File: config.mk
export PLATFORM = sky130hd
export DESIGN_NAME = pic_host_if
export DESIGN_NICKNAME = d
export VERILOG_FILES = /design/src/rtl/pic_host_pkg.sv /design/src/rtl/pic_int_sync.sv /design/src/rtl/pic_host_if.sv
export SDC_FILE = /design/constraint.sdc
export NUM_CORES = 1
export LEC_CHECK = 0
export ABC_AREA = 0
export CORE_ASPECT_RATIO = 1.1
export CORE_UTILIZATION = 40
export DETAILED_ROUTE_END_ITERATION = 12
export PLACE_DENSITY = 0.76
export SETUP_SLACK_MARGIN = 0.3
export SLEW_MARGIN = 20
export SYNTH_ARGS = -nofsm -noshare
export SYNTH_HDL_FRONTEND = slang
export SYNTH_SLANG_ARGS = --single-unit
export TNS_END_PERCENT = 10
File: constraint.sdc
create_clock -name clk -period 2.8 [get_ports clk]
set_input_delay 0.56 -clock clk [delete_from_list [all_inputs] [get_ports clk]]
set_output_delay 0.56 -clock clk [all_outputs]
set_load 0.03 [all_outputs]
File: src/rtl/pic_host_pkg.sv
// pic_host_pkg: shared types for the PIC host-side bus master.
//   state_t  - bus/acknowledge sequencer states
//   cmd_t    - command latched at acceptance (read flag, A0, write data)
//   CNT_W    - width of the cycle counter used for strobe/gap timing
//   cnt_load - counter preload for an N-cycle interval (counts N-1 down to 0)
package pic_host_pkg;

  localparam int unsigned CNT_W = 4;

  typedef enum logic [2:0] {
    IDLE    = 3'd0,
    SETUP   = 3'd1,
    STROBE  = 3'd2,
    HOLD    = 3'd3,
    ACK1    = 3'd4,
    ACK_GAP = 3'd5,
    ACK2    = 3'd6,
    RECOVER = 3'd7
  } state_t;

  typedef struct packed {
    logic       read;
    logic       a0;
    logic [7:0] data;
  } cmd_t;

  function automatic logic [CNT_W-1:0] cnt_load(input int unsigned n);
    return CNT_W'(n - 1);
  endfunction

endpackage

File: src/rtl/pic_int_sync.sv
// pic_int_sync: two-flop synchronizer for the PIC INT line.
// Ports:
//   clk, rst_n - clock, asynchronous active-low reset (flops reset to 0)
//   d          - asynchronous input
//   q          - synchronized output, two clk cycles behind d
// Only instantiated when PIC_HOST_IF_INT_SYNC_EN is defined.
module pic_int_sync (
  input  logic clk,
  input  logic rst_n,
  input  logic d,
  output logic q
);

  logic meta;

  always_ff @(posedge clk or negedge rst_n) begin
    if (!rst_n) begin
      meta <= 1'b0;
      q    <= 1'b0;
    end else begin
      meta <= d;
      q    <= meta;
    end
  end

endmodule

File: src/rtl/pic_host_if.sv
// pic_host_if: clocked host-side bus master for an 8259-compatible PIC.
// Turns single-word commands into timed CS/WR/RD/A0 bus cycles, answers INT
// with the two-pulse INTA sequence and buffers the captured vector (1 deep).
// Ports:
//   clk, rst_n                      - clock, asynchronous active-low reset
//   cmd_valid/cmd_ready             - command handshake
//   cmd_read, cmd_a0, cmd_data      - command fields (1 = read)
//   rsp_valid, rsp_data             - read data, one-cycle pulse
//   int_in                          - PIC INT output
//   vec_valid/vec_ready, vec_data   - vector handshake and captured vector
//   chip_select, write_flag,
//   read_flag, INTA                 - active-low bus strobes (registered)
//   A0, data_out, data_oe           - address select, write data, drive enable
//   data_in                         - bus read data
// Parameters: PULSE_CYCLES (strobe width, 1..15), GAP_CYCLES (recovery, 1..15).
// Build option: define PIC_HOST_IF_INT_SYNC_EN to pass int_in through a
// 2-flop synchronizer (adds 2 cycles of acknowledge latency); otherwise
// int_in must already be synchronous to clk.
module pic_host_if
  import pic_host_pkg::*;
#(
  parameter int unsigned PULSE_CYCLES = 2,
  parameter int unsigned GAP_CYCLES   = 2
) (
  input  logic       clk,
  input  logic       rst_n,
  input  logic       cmd_valid,
  output logic       cmd_ready,
  input  logic       cmd_read,
  input  logic       cmd_a0,
  input  logic [7:0] cmd_data,
  output logic       rsp_valid,
  output logic [7:0] rsp_data,
  input  logic       int_in,
  output logic       vec_valid,
  input  logic       vec_ready,
  output logic [7:0] vec_data,
  output logic       chip_select,
  output logic       write_flag,
  output logic       read_flag,
  output logic       A0,
  output logic       INTA,
  output logic [7:0] data_out,
  output logic       data_oe,
  input  logic [7:0] data_in
);

  localparam logic [CNT_W-1:0] P_LOAD = cnt_load(PULSE_CYCLES);
  localparam logic [CNT_W-1:0] G_LOAD = cnt_load(GAP_CYCLES);

  state_t           state, state_n;
  logic [CNT_W-1:0] cnt, cnt_n;
  cmd_t             cmd, cmd_n;
  logic             int_seen, int_take, accept, cnt_zero, bus_n;

`ifdef PIC_HOST_IF_INT_SYNC_EN
  logic int_sync;

  pic_int_sync u_int_sync (
    .clk   (clk),
    .rst_n (rst_n),
    .d     (int_in),
    .q     (int_sync)
  );

  always_comb int_seen = int_sync;
`else
  always_comb int_seen = int_in;
`endif

  // An interrupt wins over a simultaneous command; a full vector buffer
  // blocks new acknowledges but not commands.
  always_comb begin
    int_take  = (state == IDLE) && int_seen && !vec_valid;
    cmd_ready = rst_n && (state == IDLE) && !int_take;
    accept    = cmd_valid && cmd_ready;
    cnt_zero  = (cnt == '0);
  end

  always_comb begin
    state_n = state;
    cnt_n   = cnt;
    cmd_n   = cmd;
    case (state)
      IDLE: begin
        if (int_take) begin
          state_n = ACK1;
          cnt_n   = P_LOAD;
        end else if (accept) begin
          state_n = SETUP;
          cmd_n   = {cmd_read, cmd_a0, cmd_data};
        end
      end
      SETUP: begin
        state_n = STROBE;
        cnt_n   = P_LOAD;
      end
      STROBE: begin
        if (cnt_zero) state_n = HOLD;
        else          cnt_n   = cnt - CNT_W'(1);
      end
      HOLD: begin
        state_n = RECOVER;
        cnt_n   = G_LOAD;
      end
      ACK1: begin
        if (cnt_zero) begin
          state_n = ACK_GAP;
          cnt_n   = G_LOAD;
        end else begin
          cnt_n = cnt - CNT_W'(1);
        end
      end
      ACK_GAP: begin
        if (cnt_zero) begin
          state_n = ACK2;
          cnt_n   = P_LOAD;
        end else begin
          cnt_n = cnt - CNT_W'(1);
        end
      end
      ACK2: begin
        if (cnt_zero) begin
          state_n = RECOVER;
          cnt_n   = G_LOAD;
        end else begin
          cnt_n = cnt - CNT_W'(1);
        end
      end
      RECOVER: begin
        if (cnt_zero) state_n = IDLE;
        else          cnt_n   = cnt - CNT_W'(1);
      end
      default: state_n = IDLE;
    endcase
  end

  always_comb bus_n = (state_n == SETUP) || (state_n == STROBE) || (state_n == HOLD);

  // Bus outputs are decoded from the next state so that each output flop
  // already shows the value belonging to the state being entered.
  always_ff @(posedge clk or negedge rst_n) begin
    if (!rst_n) begin
      state       <= IDLE;
      cnt         <= '0;
      cmd         <= '0;
      chip_select <= 1'b1;
      write_flag  <= 1'b1;
      read_flag   <= 1'b1;
      INTA        <= 1'b1;
      A0          <= 1'b0;
      data_out    <= '0;
      data_oe     <= 1'b0;
      rsp_valid   <= 1'b0;
      rsp_data    <= '0;
      vec_valid   <= 1'b0;
      vec_data    <= '0;
    end else begin
      state       <= state_n;
      cnt         <= cnt_n;
      cmd         <= cmd_n;
      chip_select <= !bus_n;
      write_flag  <= !((state_n == STROBE) && !cmd_n.read);
      read_flag   <= !((state_n == STROBE) && cmd_n.read);
      INTA        <= !((state_n == ACK1) || (state_n == ACK2));
      A0          <= bus_n && cmd_n.a0;
      data_out    <= (bus_n && !cmd_n.read) ? cmd_n.data : '0;
      data_oe     <= bus_n && !cmd_n.read;
      rsp_valid   <= (state_n == HOLD) && cmd_n.read;

      if ((state == STROBE) && cnt_zero && cmd.read)
        rsp_data <= data_in;

      if ((state == ACK2) && cnt_zero) begin
        vec_data  <= data_in;
        vec_valid <= 1'b1;
      end else if (vec_valid && vec_ready) begin
        vec_valid <= 1'b0;
      end
    end
  end

endmodule
; ---- Word level (Yosys, flattened, before mapping)
; Index checks and enable logic that the tools add are counted.
[word_totals]
ff_bits = 49
input_bits = 23
out_inout_bits = 33
elab_cells = 80
[op_classes]
addsub = 1
eq_ne = 14
n_mux = 18
n_reduce_logical = 31
[op_table]
columns = op, count
row1 = $mux W10, 3
row2 = $pmux W3 S8, 1
row3 = $mux W3, 7
row4 = $eq A3 B3 Y1 const B, 6
row5 = $pmux W4 S4, 1
row6 = $logic_and A1 B1 Y1, 14
row7 = $eq A3 B2 Y1 const B, 4
row8 = $mux W4, 3
row9 = $mux W8, 1
row10 = $logic_not A1 Y1, 7
row11 = $eq A3 B1 Y1 const B, 2
row12 = $logic_not A4 Y1, 1
row13 = $ne A2 B2 Y1 const B, 2
row14 = $reduce_or A2 Y1, 2
row15 = $sub A4 B1 Y4 const B, 1
row16 = $logic_not A3 Y1, 1
row17 = $logic_or A1 B1 Y1, 3
row18 = $reduce_or A3 Y1, 1
row19 = $mux W1, 2
row20 = $reduce_and A2 Y1, 1
row21 = $reduce_bool A2 Y1, 1

; ---- Depth between registers and ports, before layout
[depth]
depth_word = 14
mapped_depth = 6
ltp_nobuf = 6

; ---- Least setup slack after synthesis
; OpenSTA, ideal clock, no wires.
[synth_timing]
path_kind = reg2reg
start = reg cnt[0]
end = reg cnt[0]
setup_ns = 0.125
t_arrival_ns = 1.507
t_required_ns = 2.675
path_slack_ns = 1.169
path_stages_with_launch = 7
n_path_buf = 0
period_less_slack_ns = 1.631
cell_sequence = dfrtp_1 inv_1 ha_1 nor3b_2 mux2_2 a21oi_1 mux2_2
[synth_via]
elab_chain_len = 3
word_cells_on_any_way = 7
cone_classes = add/sub (1) / eq/ne (1) / mux (3) / reduce/logical (2)
[synth_lines]
columns = item, line
row1 = "start, declared", pic_host_if.sv:52  ; logic [CNT_W-1:0] cnt, cnt_n;
row2 = "start signal, assigned", pic_host_if.sv:160  ; cnt <= cnt_n;
row3 = $sub A4 B1 Y4 / $logic_not A4 Y1 (equally long branches), -
row4 = "$mux W4, or another cell as far along", "pic_host_if.sv:99, pic_host_if.sv:131"
row5 = $pmux W4 S4 / $reduce_and A2 Y1 (equally long branches), -
; Parallel ways exist; a longest one is shown, timed or not. The select of a mux whose other input is x is not followed.
; A chain may end at the register's enable or synchronous reset.

; ---- Worst setup path after layout
[layout_timing]
start = in int_in
end = out cmd_ready
[layout_via]
elab_chain_len = 4
[layout_lines]
columns = item, line
row1 = "start, declared", pic_host_if.sv:34  ; input logic int_in,
row2 = $logic_and A1 B1 Y1 (2 in a row), pic_host_if.sv:74  ; int_take = (state == IDLE) && int_seen && !vec_valid;
row3 = $logic_not A1 Y1, pic_host_if.sv:75  ; cmd_ready = rst_n && (state == IDLE) && !int_take;
row4 = $logic_and A1 B1 Y1, pic_host_if.sv:75
row5 = "end, declared", pic_host_if.sv:28  ; output logic cmd_ready,
; Every way passes these cells.

==> results.rst <==
.. list-table::
   :header-rows: 1

   * - Metric
     - Value
   * - Max_cap viols
     - 0
   * - Static Leak
     - 1.24 nW
   * - Ant. Diodes
     - 0
   * - Share of synthesized flip-flops with an asynchronous set or reset
     - 100%
   * - Path depth of the worst reg2reg path
     - 4
   * - Number of antenna violations at the first check in global routing
     - 0
   * - Type of origin of the critical path
     - input pin
   * - Quantity of hold-fixing buffers added after cts
     - 0
   * - Outcome
     - complete, no violations
   * - TritonCTS clock tree
     - done
   * - Clock root buffer master
     - clkbuf_8
   * - Placed wire-length estimate
     - ~2900 microns
   * - Number of instances in the synthesized netlist
     - about 160
   * - Highest-delay cell along the critical path
     - clkdlybuf4s50_1
   * - Initial core utilization
     - a little over two fifths
   * - Transition time at the pin with the least slew margin
     - about 490 ps
   * - Final hold slack
     - around 230 ps
   * - Die outline area
     - between 5000 and 6000 sq um
   * - Commonest cells post-synth
     - dfrtp_1, mux2_2, nor2b_1
   * - Peak ir drop on the vdd network
     - around 450 uV
   * - Cts bufs inserted
     - 5
   * - Clock transition at path regs
     - approximately 90 ps
   * - CP endpoint kind
     - output port
   * - Global-route wire length before repair
     - 6680 microns
   * - Resized Gates After CTS
     - 1
   * - Worst hold path class
     - in -> async
   * - Final routed wirelength across all metal layers
     - roughly 4000 microns
   * - Worst Skew
     - about 5.5 ps
   * - Net count after synthesis
     - 182
   * - Type of the worst setup path
     - in -> out
   * - Signed area change from the synthesized netlist to the final layout
     - 33.5%
   * - Worst r2r dst
     - data_out[0]
   * - Required arrival time at the worst endpoint
     - between 2000 and 2500 ps
   * - Worst-Skew Late Latency
     - around 300 ps
   * - Beginning of the worst register-to-register path
     - state[1]
   * - Routability cong.
     - approximately 0.85
   * - Maximum number of pins on one net before global-route repair
     - 20
   * - Period utilisation layout
     - 80.9%
   * - CTS H-tree lvls
     - 2
   * - Crit path max fanout
     - 7
   * - Number of flip-flops and latches in the synthesized netlist
     - between 40 and 50
   * - Number of distinct library cells after synthesis
     - 40
   * - Final number of hold-violating endpoints
     - 0
   * - Maximum clock insertion buffer count
     - 2
   * - Via count normalized by instance count
     - roughly 5.2
   * - Number of top-level pins
     - 56
   * - Most area-hungry cell type in the Yosys netlist
     - dfrtp_1
   * - Total power draw
     - 2.29 mW
   * - Finished Core Util
     - a little under three fifths
   * - Global route total overflow
     - 0
   * - Sum of negative setup slack
     - 0 ps
   * - Via count
     - approximately 1400
   * - Average wire per cell in the routed design
     - roughly 14 microns
   * - Endpoints failing setup
     - 0
   * - Post-synthesis cell area
     - roughly 2100 sq um
   * - Port bufs
     - 55
   * - Number of synthesized flops with an enable pin
     - 0
   * - RSZ-0062 raised after global routing
     - false
   * - Flip-flop cell with the highest count after synthesis
     - dfrtp_1
   * - Count of clock tree sinks
     - slightly below 50
   * - Area share of the leading cell type in the synthesized netlist
     - 53.7%
   * - Worst setup margin
     - between 500 and 600 ps
   * - Global-route usage over all layers
     - 15.7%
   * - Critical Path AT
     - ~1700 ps
   * - Core ar.
     - approximately 5000 sq um
   * - Post-detailed-route DRC marker count
     - 0
   * - R2r setup slk
     - a little over 800 ps
   * - Vias in the first global route
     - 1394
   * - Worst slack at placement
     - 261 ps
   * - Power density over the cells
     - between 800 and 900 nW/um^2
   * - Std cell rows
     - 27
   * - Initial DRT Pass Iterations
     - 6
   * - Post-synthesis sequential area ratio
     - between 50 and 60%
   * - Final worst path period need
     - 2260 ps
   * - Cell breakdown of the critical path
     - clkdlybuf4s50_1, nand2b_4, and3_1, dlygate4sd2_1
   * - Leading cell types by total area after synthesis
     - dfrtp_1, mux2_2, dfstp_2
   * - Count of nets after finishing
     - about 240
   * - Most repeated cell in the gate-level netlist after synthesis
     - dfrtp_1
   * - Post-detailed-route count of antenna-violating nets
     - 0
   * - Slew Limit Headroom
     - roughly 68%
   * - Share of layout cells above drive strength 1
     - about a quarter
   * - Yosys Warn Count
     - 0
   * - Die W
     - 71.0 microns
   * - Final count of pins violating max slew
     - 0
   * - Slowest stage delay, CP
     - roughly 460 ps
   * - Number of buffers inserted to repair setup after CTS
     - 0
   * - Maximum clock frequency
     - 442 MHz
   * - Initial detailed-routing violation count
     - 156
   * - Post-synthesis area per instance
     - roughly 13 sq um
   * - Die Span Y
     - between 70 and 80 microns
==> sequential cells by signal, summed over array words and instances, names as in the netlist, 3 cells and up <==
register,count
cnt,4
state,3
cmd,10
data_out,8
rsp_data,8
vec_data,8
==> area by class of cell <==
cell class	count	area [sq um]
Sequential cell	49	1230
Fill cell	439	2240
Tap cell	58	72.6
Timing Repair Buffer	60	582
Clock buffer	7	86.3
Multi-Input combinational cell	98	800
Inverter	5	18.8
Clock inverter	1	7.51
==> per-layer routing <==
layer  up-vias  global-route usage (%)  routed length (microns)
met3        10                    4.68                      252
met2        48                    26.7                     2090
met4         0                    6.00                       59
li1        675                       -                        -
met5         -                       0                        0
met1       707                    18.6                     1610
==> through the flow <==
step	instance area, sq um	cells
after global placement	2710	270
final	2800	278
after floorplan	2100	157
after detailed placement	2710	270
after CTS	2800	278
after global routing	2800	278
==> worst max path at each step <==
stage | start | to | cells after the start
4_1_cts | int_in | cmd_ready | 4
5_1_grt | state[1] | cmd_ready | 3
6_report | int_in | cmd_ready | 4
2_1_floorplan | cnt[0] | cnt[0] | 6
3_3_place_gp | int_in | cmd_ready | 4
3_5_place_dp | int_in | cmd_ready | 4
==> layout by cell type, fill, tap and decap left out, types with 2 or more instances in the layout <==
master	netlist	layout
mux2_2	27	27
nor2_1	5	5
inv_1	5	5
mux2i_1	2	2
nand3_1	4	4
nand3_2	2	2
dfrtp_1	45	45
clkbuf_8	0	6
dfstp_2	4	4
nor3_1	3	3
nor2b_1	10	10
buf_4	1	5
ha_1	2	2
or4_1	2	2
a21o_1	3	3
o21ai_0	4	4
clkdlybuf4s50_1	0	53
nand4bb_1	2	2
nand2_1	5	5
a21oi_1	7	7
==> power by group <==
part | switching (mW) | internal [mW] | leakage [nW]
combinational | 0.454 | 0.428 | 0.584
clock | 0.229 | 0.201 | 0.0445
sequential | 0.0983 | 0.879 | 0.616
total | 0.781 | 1.51 | 1.24
==> critical path: cells and delay by family <==
family / cells / cell delay [ps]
buffers and inverters: 2 / 860
and+or+nand+nor: 2 / 280
==> cell families (layout without fill, tap and decap cells) <==
family / count (synthesis) / count (layout) / synth area share [%]
flip-flops: 49 / 49 / 58.7
AND/OR/NAND/NOR: 44 / 44 / 14.2
multiplexers: 30 / 30 / 16.0
AO/OA/AOI/OAI: 22 / 22 / 6.75
buffers and inverters: 10 / 73 / 3.10
adder cells (fa/ha/maj): 2 / 2 / 1.19
No activity file was read; power rests on OpenSTA's default activity.
